<file path="config.mk">
export PLATFORM = sky130hd
export DESIGN_NAME = rf_port_arbiter
export DESIGN_NICKNAME = d
export VERILOG_FILES = /design/src/rtl/rf_arb_pkg.sv /design/src/rtl/rf_rr_arb2.sv /design/src/rtl/rf_port_arbiter.sv
export SDC_FILE = /design/constraint.sdc
export NUM_CORES = 1
export LEC_CHECK = 0
export CORE_AREA = 8 8 45 47
export CTS_BUF_LIST = sky130_fd_sc_hd__clkbuf_4 sky130_fd_sc_hd__clkbuf_8
export DETAILED_ROUTE_END_ITERATION = 16
export DIE_AREA = 0 0 53 55
export DONT_BUFFER_PORTS = 1
export PLACE_DENSITY = 0.58
export SYNTH_ARGS = -nofsm -noshare
export SYNTH_HDL_FRONTEND = slang
export SYNTH_HIERARCHICAL = 1
export SYNTH_SLANG_ARGS = --single-unit
</file>
<file path="constraint.sdc">
create_clock -name clk -period 3.8 [get_ports clk]
set_clock_uncertainty 0.05 [all_clocks]
set_input_delay 0.76 -clock clk [delete_from_list [all_inputs] [get_ports clk]]
set_output_delay 0.76 -clock clk [all_outputs]
set_load 0.05 [all_outputs]
</file>
<file path="src/rtl/rf_arb_pkg.sv">
// Shared definitions for the register-file port arbiter: requester indices,
// priority encoding and the default-width command record.
package rf_arb_pkg;

    localparam int unsigned REQ_A = 0;
    localparam int unsigned REQ_B = 1;

    localparam int unsigned RF_B   = 8;
    localparam int unsigned RF_ADD = 10;

    typedef enum logic {
        PRIO_A = 1'b0,
        PRIO_B = 1'b1
    } prio_t;

    typedef struct packed {
        logic              we;
        logic [RF_ADD-1:0] addr;
        logic [RF_B-1:0]   wdata;
    } rf_cmd_t;

endpackage

</file>
<file path="src/rtl/rf_rr_arb2.sv">
// Two-input arbiter: round-robin when rr_en is high, otherwise fixed priority to A.
// Produces one-hot grants and holds the priority register.
module rf_rr_arb2
    import rf_arb_pkg::*;
(
    input  logic       clk,
    input  logic       reset,
    input  logic       rr_en,
    input  logic [1:0] req,
    output logic [1:0] gnt
);

    prio_t prio, prio_nxt;

    always_ff @(posedge clk) begin
        if (reset) prio <= PRIO_A;
        else       prio <= prio_nxt;
    end

    always_comb begin
        gnt      = '0;
        prio_nxt = prio;
        if (!reset) begin
            case (req)
                2'b01: gnt[REQ_A] = 1'b1;
                2'b10: gnt[REQ_B] = 1'b1;
                2'b11: begin
                    if (rr_en && prio == PRIO_B) gnt[REQ_B] = 1'b1;
                    else                         gnt[REQ_A] = 1'b1;
                end
                default: gnt = '0;
            endcase
        end
        // Priority tracks the loser even in fixed mode, so switching to round-robin is deterministic.
        if (gnt[REQ_A])      prio_nxt = PRIO_B;
        else if (gnt[REQ_B]) prio_nxt = PRIO_A;
    end

endmodule

</file>
<file path="src/rtl/rf_port_arbiter.sv">
// Shares one single-port register file between requesters A and B, returning
// read data to the issuing requester one cycle after its grant.
module rf_port_arbiter
    import rf_arb_pkg::*;
#(
    parameter int B   = 8,
    parameter int Add = 10
) (
    input  logic           clk,
    input  logic           reset,
    input  logic           rr_en,
    input  logic           req_a,
    input  logic           we_a,
    input  logic [Add-1:0] addr_a,
    input  logic [B-1:0]   wdata_a,
    output logic           gnt_a,
    output logic           rvalid_a,
    output logic [B-1:0]   rdata_a,
    input  logic           req_b,
    input  logic           we_b,
    input  logic [Add-1:0] addr_b,
    input  logic [B-1:0]   wdata_b,
    output logic           gnt_b,
    output logic           rvalid_b,
    output logic [B-1:0]   rdata_b,
    output logic           rf_wr_en,
    output logic [Add-1:0] rf_w_addr,
    output logic [Add-1:0] rf_r_addr,
    output logic [B-1:0]   rf_w_data,
    input  logic [B-1:0]   rf_r_data
);

    // Same shape as rf_cmd_t, sized by this instance's parameters.
    typedef struct packed {
        logic           we;
        logic [Add-1:0] addr;
        logic [B-1:0]   wdata;
    } cmd_t;

    logic [1:0] req, gnt;
    cmd_t       cmd_a, cmd_b, cmd_sel;
    logic       pend_a, pend_b;

    assign req   = {req_b, req_a};
    assign cmd_a = '{we: we_a, addr: addr_a, wdata: wdata_a};
    assign cmd_b = '{we: we_b, addr: addr_b, wdata: wdata_b};

    rf_rr_arb2 u_arb (
        .clk   (clk),
        .reset (reset),
        .rr_en (rr_en),
        .req   (req),
        .gnt   (gnt)
    );

    assign gnt_a = gnt[REQ_A];
    assign gnt_b = gnt[REQ_B];

    always_comb begin
        cmd_sel = '0;
        if (gnt[REQ_A])      cmd_sel = cmd_a;
        else if (gnt[REQ_B]) cmd_sel = cmd_b;
    end

    assign rf_wr_en  = cmd_sel.we;
    assign rf_w_addr = cmd_sel.addr;
    assign rf_r_addr = cmd_sel.addr;
    assign rf_w_data = cmd_sel.wdata;

    always_ff @(posedge clk) begin
        if (reset) begin
            pend_a <= 1'b0;
            pend_b <= 1'b0;
        end else begin
            pend_a <= gnt_a & ~we_a;
            pend_b <= gnt_b & ~we_b;
        end
    end

    // Masking with reset drops a read whose grant landed just before reset rose.
    assign rvalid_a = pend_a & ~reset;
    assign rvalid_b = pend_b & ~reset;
    assign rdata_a  = rvalid_a ? rf_r_data : '0;
    assign rdata_b  = rvalid_b ? rf_r_data : '0;

endmodule
</file>
==> summary.txt <==
Floorplan
  – Die area: a little under 3000 um2
  – Core Rows: 14
  – I/O pin count: 100
  – Core ar.: 1380 um2
  – Die Ht: 55 um
  – Die Wd: 53 um
  – Initial Utilization: around two fifths

Yosys
  – Syn Nets: approximately 120
  – Synthesized area per cell: 7.56 um2
  – Synth unique cells: 16
  – Total number of yosys warnings: 6
  – Post-synthesis sequential area ratio: 11.0%
  – Number of synthesized register bits: 3
  – Cells after Synth: slightly above 70
  – Mapped cell area: 544 um2

Worst hold path
  – Hold Crit Endpoint: u_arb/prio$_SDFFE_PP0P_
  – Hold Path Class: reg -> reg
  – Worst Min Path Start: u_arb/prio$_SDFFE_PP0P_
  – Min-Delay Path Depth: 2

Timing
  – Slew at the pin closest to its max-slew limit: 506 ps
  – Setup TNS: 0 ps
  – WHS: 476 ps
  – Final period utilization: 72.7%
  – Final Slew Violations: 0
  – Unrepaired setup endpoints after global routing: false
  – Slew headroom: 66.5%
  – Setup violations, final: 0
  – Final Hold Vio Count: 0
  – Max Freq: 0.362 GHz
  – Min Tclk post-route: 2760 ps

Finish
  – FF/Latch Area: roughly 60 um2
  – Nets@finish: 135
  – Fraction of layout cells with a size suffix above 1: about two fifths
  – Diode count: 0
  – Fillers: 113
  – Post-route core utilization: 64.1%
  – Area Growth Syn to Fin: 63.0%
  – Finished Layout Cells: 99
  – Multi-input logic area: approximately 380 um2

Critical path
  – R2r setup slk: 2390 ps
  – Crit path kind: in -> out
  – Slowest stage cell, crit path: buf_4
  – Critical Path AT: 1950 ps
  – Most common cell on crit path: buf_4
  – Critical path launch point: rr_en
  – CP Data Required Time: 2990 ps
  – Worst r2r dst: pend_a$_SDFF_PP0_
  – Worst Setup End Kind: output port
  – Critical Path Fanout Max: 23
  – Cells along the critical path: and2_2 -> a21oi_4 -> buf_4 -> nand2_1 -> o21ai_2 -> buf_4
  – Slowest stage delay, CP: about 350 ps
  – Depth of the most critical reg-to-reg path: 4
  – Reg2reg start: u_arb/prio$_SDFFE_PP0P_
  – Type of origin of the critical path: input port

Clocking
  – CTS max path bufs: 2
  – Hold Buf Count CTS: 0
  – CTS clk-pin slew, worst paths: approximately 40 ps
  – Root Driver: clkbuf_4
  – Sink Count: 3
  – # resized after CTS: 0
  – Cts bufs inserted: 3
  – Number of post-CTS setup repair buffers: 0
  – CTS tree: yes
  – H-tree levels: 1
  – Clk Latency, worst-skew pair: 230 ps

Detailed routing
  – Vias per cell: 5.93
  – DRT Pass-1 Iters: 2
  – Post-Route WL: about 2.1 mm
  – Via count: between 500 and 600
  – # DRC: 0
  – Wire per inst: between 20 and 25 um
  – 1st-iter DRT viols: 5
  – Antenna Violating Nets Remaining: 0

GRT
  – Grt ovf: 0
  – Initial antenna violation count: 0
  – Vias in the first global route: 626
  – Pin count of the biggest net entering global routing: 24
  – Wire length of the first global-routing pass: 2.78 mm
  – Global-route usage over all layers: between 10% and 20%

Power and ir drop
  – Maximum VDD drop: 0.142 mV
  – Pwr Density: 302 nW/um2
  – Leak pwr: 0.373 nW

Job
  – Max Cap Violations: 0

Run status
  – Status: finished, final reports clean

Placement
  – Dpl cells: between 90 and 100
  – Port Buffer Count: 0
  – Routability cong.: 0.659
## cell families after synthesis
| family | synth area share [%] |
|---|---|
| AOI/OAI and AO/OA | 34.0 |
| buffers and inverters | 23.2 |
| DFF | 11.0 |
| and+or+nand+nor | 31.7 |
## where the power goes
part / internal [W] / switching (W) / total (W)
Combinational: 0.0000612 / 0.000109 / 0.000170
Sequential: 0.0000331 / 0.000000829 / 0.0000339
Clock: 0.0000465 / 0.0000174 / 0.0000639
Total: 0.000141 / 0.000127 / 0.000268
## placed cells by master, fill, tap and decap left out, drive strengths merged
cell type  Yosys  layout
buf           15      24
a22o          17      17
and2          17      17
nand2          5       5
clkbuf         2       4
nor2b          3       3
dfxtp          3       3
o21ai          2       2
nor3b          2       2
nand2b         2       2
a21oi          2       2
inv            1       1
o32ai          1       1
## layer usage
metal / vias up / GRT usage [%] / wire [um]
li1: 268 / - / -
met5: - / 0 / 0
met1: 254 / 10.9 / 626
met4: 0 / 7.33 / 12
met2: 63 / 22.9 / 1080
met3: 2 / 6.68 / 404
## area by class of cell
class                   instances  share of cell area [%]
flip-flops and latches          3                    6.77
well taps                      16                    2.26
inverters                       1                   0.423
clock buffers                   4                    3.39
multi-input cells              51                    42.9
repair buffers                 24                    44.3
## worst max-delay path by stage
stage                     cells past startpoint            to
final                                         6  rf_r_addr[9]
after global routing                          6  rf_r_addr[9]
after CTS                                     6  rf_r_addr[9]
after detailed placement                      6  rf_r_addr[9]
after global placement                        6  rf_w_addr[9]
after floorplan                               7  rf_w_addr[0]
## metrics by stage
stage / setup slack, ps / cell area, um2 / total power [W]
6_report: 1040 / 887 / 0.000268
5_1_grt: 957 / 887 / 0.000279
4_1_cts: 1030 / 887 / 0.000272
3_5_place_dp: 1030 / 857 / 0.000206
3_3_place_gp: 1060 / 857 / 0.000204
2_1_floorplan: 358 / 548 / 0.000154
## cell usage after synthesis
cell type	number	share of area, %
a22o_1	17	27
and2_1	16	18
buf_4	11	15
nand2_1	5	3.4
dfxtp_1	3	11
nor2b_1	3	3.4
a21oi_1	2	1.8
buf_2	2	1.8
buf_6	2	4.1
clkbuf_1	2	1.4
nand2b_1	2	2.3
nor3b_1	2	2.8
o21ai_0	2	1.8
and2_2	1	1.4
inv_1	1	0.69
o32ai_2	1	3.0
## sequential cells by signal, summed over array words and instances (netlist names)
name,flops
u_arb/prio,1
pend_a,1
pend_b,1
## worst max-delay path, delay by kind of cell
kind / cells / cell delay, ps
AND/OR/NAND/NOR: 2 / 320
AO/OA/AOI/OAI: 2 / 230
buffers and inverters: 2 / 650
(Power assumes the default switching activity.)
